### src/rtl/srl_pkg.sv
// Shared encodings for the SR latch pulse scheduler: FSM states, grant codes
// and the width of the pulse/recovery down-counter.
package srl_pkg;

   typedef enum logic [1:0] {
      ST_IDLE    = 2'b00,
      ST_PULSE   = 2'b01,
      ST_RECOVER = 2'b10
   } state_t;

   typedef enum logic {
      GRANT_CLR = 1'b0,
      GRANT_SET = 1'b1
   } grant_t;

   localparam int TIMER_W = 4;

   // Counter load value for a phase lasting `cycles` clocks (terminal count is 0).
   function automatic logic [TIMER_W-1:0] phase_load(input int cycles);
      return TIMER_W'(cycles - 1);
   endfunction

endpackage

### src/rtl/pulse_timer.sv
// 4-bit down-counter that times PULSE and RECOVER phases; parks at zero
// until the next load.
module pulse_timer
   import srl_pkg::*;
(
   input  logic               clk,
   input  logic               rst,
   input  logic               load,
   input  logic [TIMER_W-1:0] load_value,
   output logic [TIMER_W-1:0] value,
   output logic               zero
);

   // NOTE: sequential state uses non-blocking assignments so every register
   // samples pre-edge values regardless of block ordering.
   always_ff @(posedge clk) begin
      if (rst)
         value <= '0;
      else if (load)
         value <= load_value;
      else if (value != '0)
         value <= value - 1'b1;
   end

   assign zero = (value == '0);

endmodule

### src/rtl/sr_pulse_scheduler.sv
// Arbitrates set/clear requests onto an SR latch, guaranteeing s and r are never
// high together, fixed-width pulses, and an enforced recovery gap after each.
module sr_pulse_scheduler
   import srl_pkg::*;
#(
   parameter int PULSE_W = 2,
   parameter int RECOV_W = 1
) (
   input  logic clk,
   input  logic rst,
   input  logic set_req,
   input  logic clr_req,
   output logic s,
   output logic r,
   output logic ack_set,
   output logic ack_clr,
   output logic busy,
   output logic q_shadow
);

   localparam logic [TIMER_W-1:0] PULSE_LOAD   = phase_load(PULSE_W);
   localparam logic [TIMER_W-1:0] RECOV_LOAD   = phase_load(RECOV_W);
   localparam logic               ACK_ON_ENTRY = (RECOV_W == 1);

   state_t               state;
   grant_t               last_grant;
   grant_t               cur_grant;
   grant_t               pick;
   logic                 init_pending;
   logic                 init_op;
   logic                 want;
   logic                 redundant;
   logic                 go_pulse;
   logic                 go_recover;
   logic                 timer_load;
   logic [TIMER_W-1:0]   timer_load_value;
   logic [TIMER_W-1:0]   timer_value;
   logic                 timer_zero;

   // NOTE: every signal in this block gets a value on every path, so no latches.
   always_comb begin
      want = set_req | clr_req;
      if (set_req && clr_req)
         pick = (last_grant == GRANT_SET) ? GRANT_CLR : GRANT_SET;
      else if (set_req)
         pick = GRANT_SET;
      else
         pick = GRANT_CLR;
      redundant        = (pick == GRANT_SET) ? q_shadow : !q_shadow;
      go_pulse         = (state == ST_IDLE) && (init_pending || (want && !redundant));
      go_recover       = ((state == ST_IDLE) && !init_pending && want && redundant) ||
                         ((state == ST_PULSE) && timer_zero);
      timer_load       = go_pulse || go_recover;
      timer_load_value = go_pulse ? PULSE_LOAD : RECOV_LOAD;
   end

   pulse_timer u_timer (
      .clk        (clk),
      .rst        (rst),
      .load       (timer_load),
      .load_value (timer_load_value),
      .value      (timer_value),
      .zero       (timer_zero)
   );

   always_ff @(posedge clk) begin
      if (rst) begin
         state        <= ST_IDLE;
         s            <= 1'b0;
         r            <= 1'b0;
         ack_set      <= 1'b0;
         ack_clr      <= 1'b0;
         busy         <= 1'b1;
         q_shadow     <= 1'b0;
         last_grant   <= GRANT_CLR;
         cur_grant    <= GRANT_CLR;
         init_pending <= 1'b1;
         init_op      <= 1'b0;
      end else begin
         ack_set <= 1'b0;
         ack_clr <= 1'b0;
         case (state)
            ST_IDLE: begin
               if (init_pending) begin
                  // Power-up clear pulse puts the physical latch in a known state.
                  state        <= ST_PULSE;
                  r            <= 1'b1;
                  q_shadow     <= 1'b0;
                  init_pending <= 1'b0;
                  init_op      <= 1'b1;
                  busy         <= 1'b1;
               end else if (want) begin
                  last_grant <= pick;
                  cur_grant  <= pick;
                  init_op    <= 1'b0;
                  busy       <= 1'b1;
                  if (redundant) begin
                     state   <= ST_RECOVER;
                     ack_set <= ACK_ON_ENTRY && (pick == GRANT_SET);
                     ack_clr <= ACK_ON_ENTRY && (pick == GRANT_CLR);
                  end else begin
                     state    <= ST_PULSE;
                     s        <= (pick == GRANT_SET);
                     r        <= (pick == GRANT_CLR);
                     q_shadow <= (pick == GRANT_SET);
                  end
               end
            end
            ST_PULSE: begin
               if (timer_zero) begin
                  state   <= ST_RECOVER;
                  s       <= 1'b0;
                  r       <= 1'b0;
                  ack_set <= ACK_ON_ENTRY && !init_op && (cur_grant == GRANT_SET);
                  ack_clr <= ACK_ON_ENTRY && !init_op && (cur_grant == GRANT_CLR);
               end
            end
            ST_RECOVER: begin
               if (timer_zero) begin
                  state <= ST_IDLE;
                  busy  <= 1'b0;
               end else if (timer_value == TIMER_W'(1)) begin
                  // Ack lands on the last RECOVER cycle, i.e. when the counter is about to hit 0.
                  ack_set <= !init_op && (cur_grant == GRANT_SET);
                  ack_clr <= !init_op && (cur_grant == GRANT_CLR);
               end
            end
            default: begin
               state <= ST_IDLE;
               s     <= 1'b0;
               r     <= 1'b0;
            end
         endcase
      end
   end

endmodule

### config.mk
export PLATFORM = sky130hd
export DESIGN_NAME = sr_pulse_scheduler
export DESIGN_NICKNAME = d
export VERILOG_FILES = /design/src/rtl/srl_pkg.sv /design/src/rtl/pulse_timer.sv /design/src/rtl/sr_pulse_scheduler.sv
export SDC_FILE = /design/constraint.sdc
export NUM_CORES = 1
export LEC_CHECK = 0
export BUFFER_PORTS_ARGS = -buffer_cell sky130_fd_sc_hd__buf_2
export CORE_MARGIN = 5
export CORE_UTILIZATION = 58
export CTS_CLUSTER_SIZE = 10
export DETAILED_ROUTE_END_ITERATION = 10
export PLACE_DENSITY = 0.76
export SLEW_MARGIN = 10
export SYNTH_ARGS = -nofsm -noshare
export SYNTH_HDL_FRONTEND = slang
export SYNTH_SLANG_ARGS = --single-unit
### constraint.sdc
create_clock -name clk -period 5.2 [get_ports clk]
set_input_delay 0.52 -clock clk [delete_from_list [all_inputs] [get_ports clk]]
set_output_delay 0.52 -clock clk [all_outputs]
set_load 0.05 [all_outputs]
======== After elaboration in Yosys (flattened, before gate mapping) ========
Index checks and enable logic that the tools add are counted.
storage, ports and cells
  output and inout bits ................... 6
  input port bits ......................... 4
  register bits after elaboration ......... 15
cells by class
  muxes and demuxes ....................... 42
  reductions and logical operators ........ 29
  bitwise operators ....................... 5
  equal/unequal tests ..................... 11
  add/subtract/negate cells ............... 1
operators by type and width
  cell                                                                   count
  1-bit 2-to-1 mux                                                       29
  2-bit inequality test, second input constant                           6
  1-bit case mux with 3 select lines                                     4
  3-bit AND reduction                                                    4
  2-bit 2-to-1 mux                                                       5
  1-bit logical AND                                                      9
  4-bit 2-to-1 mux                                                       2
  3-bit inequality test, second input constant                           2
  2-bit case mux with 3 select lines                                     1
  2-bit nonzero test                                                     3
  5-bit AND reduction                                                    1
  4-bit by 1-bit equality test with 1-bit output, second input constant  1
  1-bit logical NOT                                                      4
  4-bit logical NOT                                                      1
  1-bit NOT                                                              4
  4-bit AND reduction                                                    1
  4-bit nonzero test                                                     1
  4-bit by 1-bit subtractor with 4-bit output, second input constant     1
  1-bit logical OR                                                       3
  2-bit by 1-bit equality test with 1-bit output, second input constant  1
  2-bit equality test, second input constant                             1
  2-bit logical NOT                                                      1
  1-bit case mux with 2 select lines                                     1
  2-bit AND reduction                                                    1
  1-bit bitwise OR                                                       1

======== Logic depth before layout (Yosys ltp) ========
  word-level depth ........................ 9
  gate-level depth with buffers ........... 9

======== Hierarchy ========
From an unflattened synthesis, not the netlist that was laid out.
unflattened totals
  cells, all modules ...................... 90
  area total of the unflattened synthesis .. 828.3 um^2
by module, submodules not included
  module              cells each  area each (um^2)  instances
  sr_pulse_scheduler  66          599.3             1
  pulse_timer         24          229.0             1

======== Least setup slack after synthesis ========
Ideal clock, no wire load.
  kind .................................... input to register
  start point ............................. input clr_req
  end point ............................... register q_shadow
  arrival time ............................ 1907 ps
  path slack .............................. 3222 ps
  path buffers ............................ 1
  stages on the path ...................... 9
  library setup time ...................... 71 ps
  cells stage by stage .................... nand2_1 nand2_1 inv_1 ha_1 nor2_1 or3_1 buf_2 or3_1 a21oi_1
between the ends
  cells in the longest elaborated chain, start to end .. 5
  elaborated cells on any way between the ends .. 10
  those cells by class .................... 1 x eq/ne; 5 x mux; 1 x bitwise; 3 x reduce/logical
ends and longest elaborated chain
  item                                                                        line                                                text
  from (decl)                                                                 sr_pulse_scheduler.sv:12                            input logic clr_req,
  1-bit logical AND                                                           sr_pulse_scheduler.sv:43                            if (set_req && clr_req)
  1-bit 2-to-1 mux                                                            sr_pulse_scheduler.sv:43
  1-bit 2-to-1 mux (on tied branches)                                         sr_pulse_scheduler.sv:49, sr_pulse_scheduler.sv:97
  2-bit inequality test (no line) / 1-bit 2-to-1 mux (equally long branches)  -
  3-bit AND reduction (no line) / 1-bit 2-to-1 mux (equally long branches)    -
  to (signal assigned)                                                        sr_pulse_scheduler.sv:105                           q_shadow <= (pick == GRANT_SET);
  to (decl)                                                                   sr_pulse_scheduler.sv:18                            output logic q_shadow
Parallel ways exist; a longest one is shown, timed or not. The select of a mux whose other input is x is not followed.
A chain may end at the register's enable or synchronous reset.

======== Final worst setup path ========
  start point ............................. register u_timer.value[0]
  end point ............................... register s
between the ends
  cells in the longest elaborated chain, start to end .. 3
ends and longest elaborated chain
  item                             line                       text
  from (decl)                      pulse_timer.sv:10          output logic [TIMER_W-1:0] value,
  from (signal assigned)           pulse_timer.sv:20          value <= load_value;
  from (signal assigned)           pulse_timer.sv:22          value <= value - 1'b1;
  4-bit logical NOT                pulse_timer.sv:25          assign zero = (value == '0);
  2-bit inequality test (no line)  -
  5-bit AND reduction (no line)    -
  to (signal assigned)             sr_pulse_scheduler.sv:103  s <= (pick == GRANT_SET);
  to (decl)                        sr_pulse_scheduler.sv:13   output logic s,
No other way between the ends.

==> impl_metrics.env <==
export IMPL_end_kind="register"
export IMPL_tightestPinTransition_ns=1.046
export IMPL_fmax_ghz=0.4589
export IMPL_worstSetupPathType="reg2reg"
export IMPL_layout_cells_non_filler=118
export IMPL_num_vias=671
export IMPL_rows=13
export IMPL_maxSlewViolCount=0
export IMPL_die_x_um=46.46
export IMPL_swShare_pct=46.58
export IMPL_maxCapViolCount=0
export IMPL_nets=112
export IMPL_pwr_share_comb_pct=51.8
export IMPL_cp_arrival_ns=2.36
export IMPL_port_buffers=9
export IMPL_r2r_slack_ns=3.02
export IMPL_hpwlAfterDp_um=1114
export IMPL_ctsHtreeMaxLevel=1
export IMPL_path_cells="inv_1 -> ha_1 -> nor3b_1 -> o21a_1 -> a21oi_1 -> mux2_1"
export IMPL_drt_wirelength_per_cell_um=13.09
export IMPL_cts_sinks=15
export IMPL_clkPwrFrac_pct=11.9
export IMPL_grt_util_all_layers_pct=16.92
export IMPL_crit_path_start_kind="register"
export IMPL_yosysSeqAreaShare_pct=38.96
export IMPL_dr_pass1_iters=4
export IMPL_irDropWorstVdd_mv=0.3802
export IMPL_place_congestion=0.8153
export IMPL_netlist_area_um2=770.7
export IMPL_clk_latency_ns=0.29
export IMPL_setup_violations=0
export IMPL_fill_cells=118
export IMPL_dieArea_mm2=0.002158
export IMPL_p_sw_uw=266.0
export IMPL_p_leak_uw=0.0003461
export IMPL_maxSlewHeadroom_pct=30.13
export IMPL_path_buf_inv=1
export IMPL_rsz0062_at_grt="no"
export IMPL_drive_gt1_share_pct=14.56
export IMPL_min_period_ns=2.179
export IMPL_drtIter0Drc=10
export IMPL_synth_edf_count=0
export IMPL_min_path_type="reg2reg"
export IMPL_critPathTopFamily="simple AND/OR/NAND/NOR gates"
export IMPL_cp_required_ns=5.38
export IMPL_fp_dieH_um=46.46
export IMPL_grt_pass1_vias=592
export IMPL_grt_pass1_wl_um=2504
export IMPL_antenna_found_initial=0
export IMPL_clock_path_buffers=2
export IMPL_yosysTopAreaCell="dfxtp_1"
export IMPL_regArea_um2=300.3
export IMPL_cts_tree="built"
export IMPL_cts_resized=0
export IMPL_whs_endpoint="ack_clr$_SDFF_PP0_"
export IMPL_multiInputGateArea_um2=417.9
export IMPL_wl_um=1545
export IMPL_synth_flop_cell="dfxtp_1"
export IMPL_ios=10
export IMPL_ant_nets=0
export IMPL_cts_setup_buffers=0
export IMPL_reg2reg_depth=6
export IMPL_period_share_pct=41.91
export IMPL_crit_path_max_incr_delay_ns=0.86
export IMPL_area_growth_pct=8.279
export IMPL_viasPerCell=5.686
export IMPL_synth_seq_cells=15
export IMPL_worstPathMaxFanout=11
export IMPL_synth_warnings=0
export IMPL_outcome="finished, final reports clean"
export IMPL_r2r_start="u_timer.value[0]$_SDFFE_PP0P_"
export IMPL_grt_overflow_total=0
export IMPL_synth_area_leaders="dfxtp_1, ha_1, nor2_1, a21oi_1, nor3_1"
export IMPL_diodes=0
export IMPL_drc_errors=0
export IMPL_yosys_cell_types_count=33
export IMPL_hold_viol=0
export IMPL_finalClockSkew_ns=0.005890
export IMPL_async_reset_ff_share_pct=0
export IMPL_holdWs_ns=0.4619
export IMPL_crit_slowest_cell="nor3b_1"
export IMPL_syn_area_per_cell_um2=8.029
export IMPL_dpl_cell_count=114
export IMPL_r2r_end="s$_SDFFE_PP0P_"
export IMPL_cts_made_buffers=3
export IMPL_cts_root_buf="clkbuf_4"
export IMPL_initial_core_util_pct=59.98
export IMPL_cts_hold_buf=0
export IMPL_final_common_cell="dfxtp_1"
export IMPL_grt_max_degree=17
export IMPL_worstHoldStart="cur_grant$_SDFFE_PP0P_"
export IMPL_syn_nets=104
export IMPL_hold_depth=1
export IMPL_clk_pin_slew_ns=0.09
export IMPL_layout_common_cells="dfxtp_1, nor2_1, buf_2"
export IMPL_synth_top_cell_area_share_pct=38.96
export IMPL_p_per_area_mw_per_mm2=684.2
export IMPL_syn_inst=96
export IMPL_core_region_area_mm2=0.001285
export IMPL_fin_tns_setup_ns=0
export IMPL_internal_power_uw=305.1
export IMPL_seq_power_share_pct=36.3
[through the flow]
stage                     power [uW]  utilization (%)  instance area, um^2  setup WS, ns
after floorplan                454.3                -                770.7         3.222
after global placement         498.9            62.90                808.3         2.967
after detailed placement       501.4            62.90                808.3         2.961
after CTS                      570.5            64.95                834.6         3.058
after global routing           617.7            64.95                834.6         2.851
final                          571.0            64.95                834.6         3.021
[flip-flops by register name, indices dropped and copies added, names as in the netlist]
register / flops
state: 2
cur_grant: 1
ack_clr: 1
q_shadow: 1
r: 1
busy: 1
init_op: 1
s: 1
init_pending: 1
ack_set: 1
u_timer.value: 4
[worst reg2reg max path: cells and delay by family (launching register included)]
kind                       cells  cell delay (ns)
AOI/OAI and AO/OA              2             0.27
muxes                          1             0.31
buffers and inverters          1             0.07
adders and majority gates      1             0.20
DFF                            1             0.35
and+or+nand+nor                1             0.86
[power by group through the flow]
stage               clock (uW)  combinational [uW]  sequential [uW]
floorplan                    0                 228              226
global placement             0                 291              208
detailed placement           0                 292              209
CTS                       69.1                 295              206
global route              74.5                 328              215
finish                    67.8                 296              207
[cell usage after synthesis (all sizes together), types with 2 or more instances]
master  instances
dfxtp          15
nor2           10
nand2           8
a21oi           7
inv             7
nor3            6
ha              4
nor4            4
o21ai           4
buf             3
clkbuf          3
a31oi           2
nand3b          2
or2             2
or3             2
or4             2
xnor2           2
[cell type report]
type,instances,share of cell area [%]
clock buffer,4,3.148
timing repair buffer,9,5.397
sequential,15,35.98
inverter,7,3.148
tap,15,2.249
multi-input combinational,68,50.08
[cell families (layout without fill, tap and decap cells)]
logic type / after synthesis / after routing / share of synthesized area [%]
adder cells (fa/ha/maj): 4 / 4 / 6.494
AND/OR/NAND/NOR: 41 / 41 / 27.92
multiplexers: 2 / 2 / 2.760
flip-flops: 15 / 15 / 38.96
buffers and inverters: 13 / 20 / 6.818
XOR/XNOR: 2 / 2 / 2.273
AO/OA/AOI/OAI: 19 / 19 / 14.77
[worst max-delay path by stage]
stage                                       end  slack, ns                           from  cells after the start
after floorplan           q_shadow$_SDFFE_PP0P_       3.22                        clr_req                      9
after global placement    q_shadow$_SDFFE_PP0P_       2.97                        clr_req                      9
after detailed placement  q_shadow$_SDFFE_PP0P_       2.96                        clr_req                      9
after CTS                        s$_SDFFE_PP0P_       3.06  u_timer.value[0]$_SDFFE_PP0P_                      6
after global routing             s$_SDFFE_PP0P_       2.85  u_timer.value[0]$_SDFFE_PP0P_                      6
final                            s$_SDFFE_PP0P_       3.02  u_timer.value[0]$_SDFFE_PP0P_                      6
[per-layer routing]
metal | share of wire (%) | up-vias | global-route usage (%)
met5 | 0 | - | 0
met4 | 2.7 | 0 | 11.93
met3 | 3.4 | 5 | 3.516
met2 | 45 | 11 | 23.90
met1 | 48 | 310 | 22.43
li1 | - | 345 | -
Note: power is estimated with default switching activity, not from simulation.
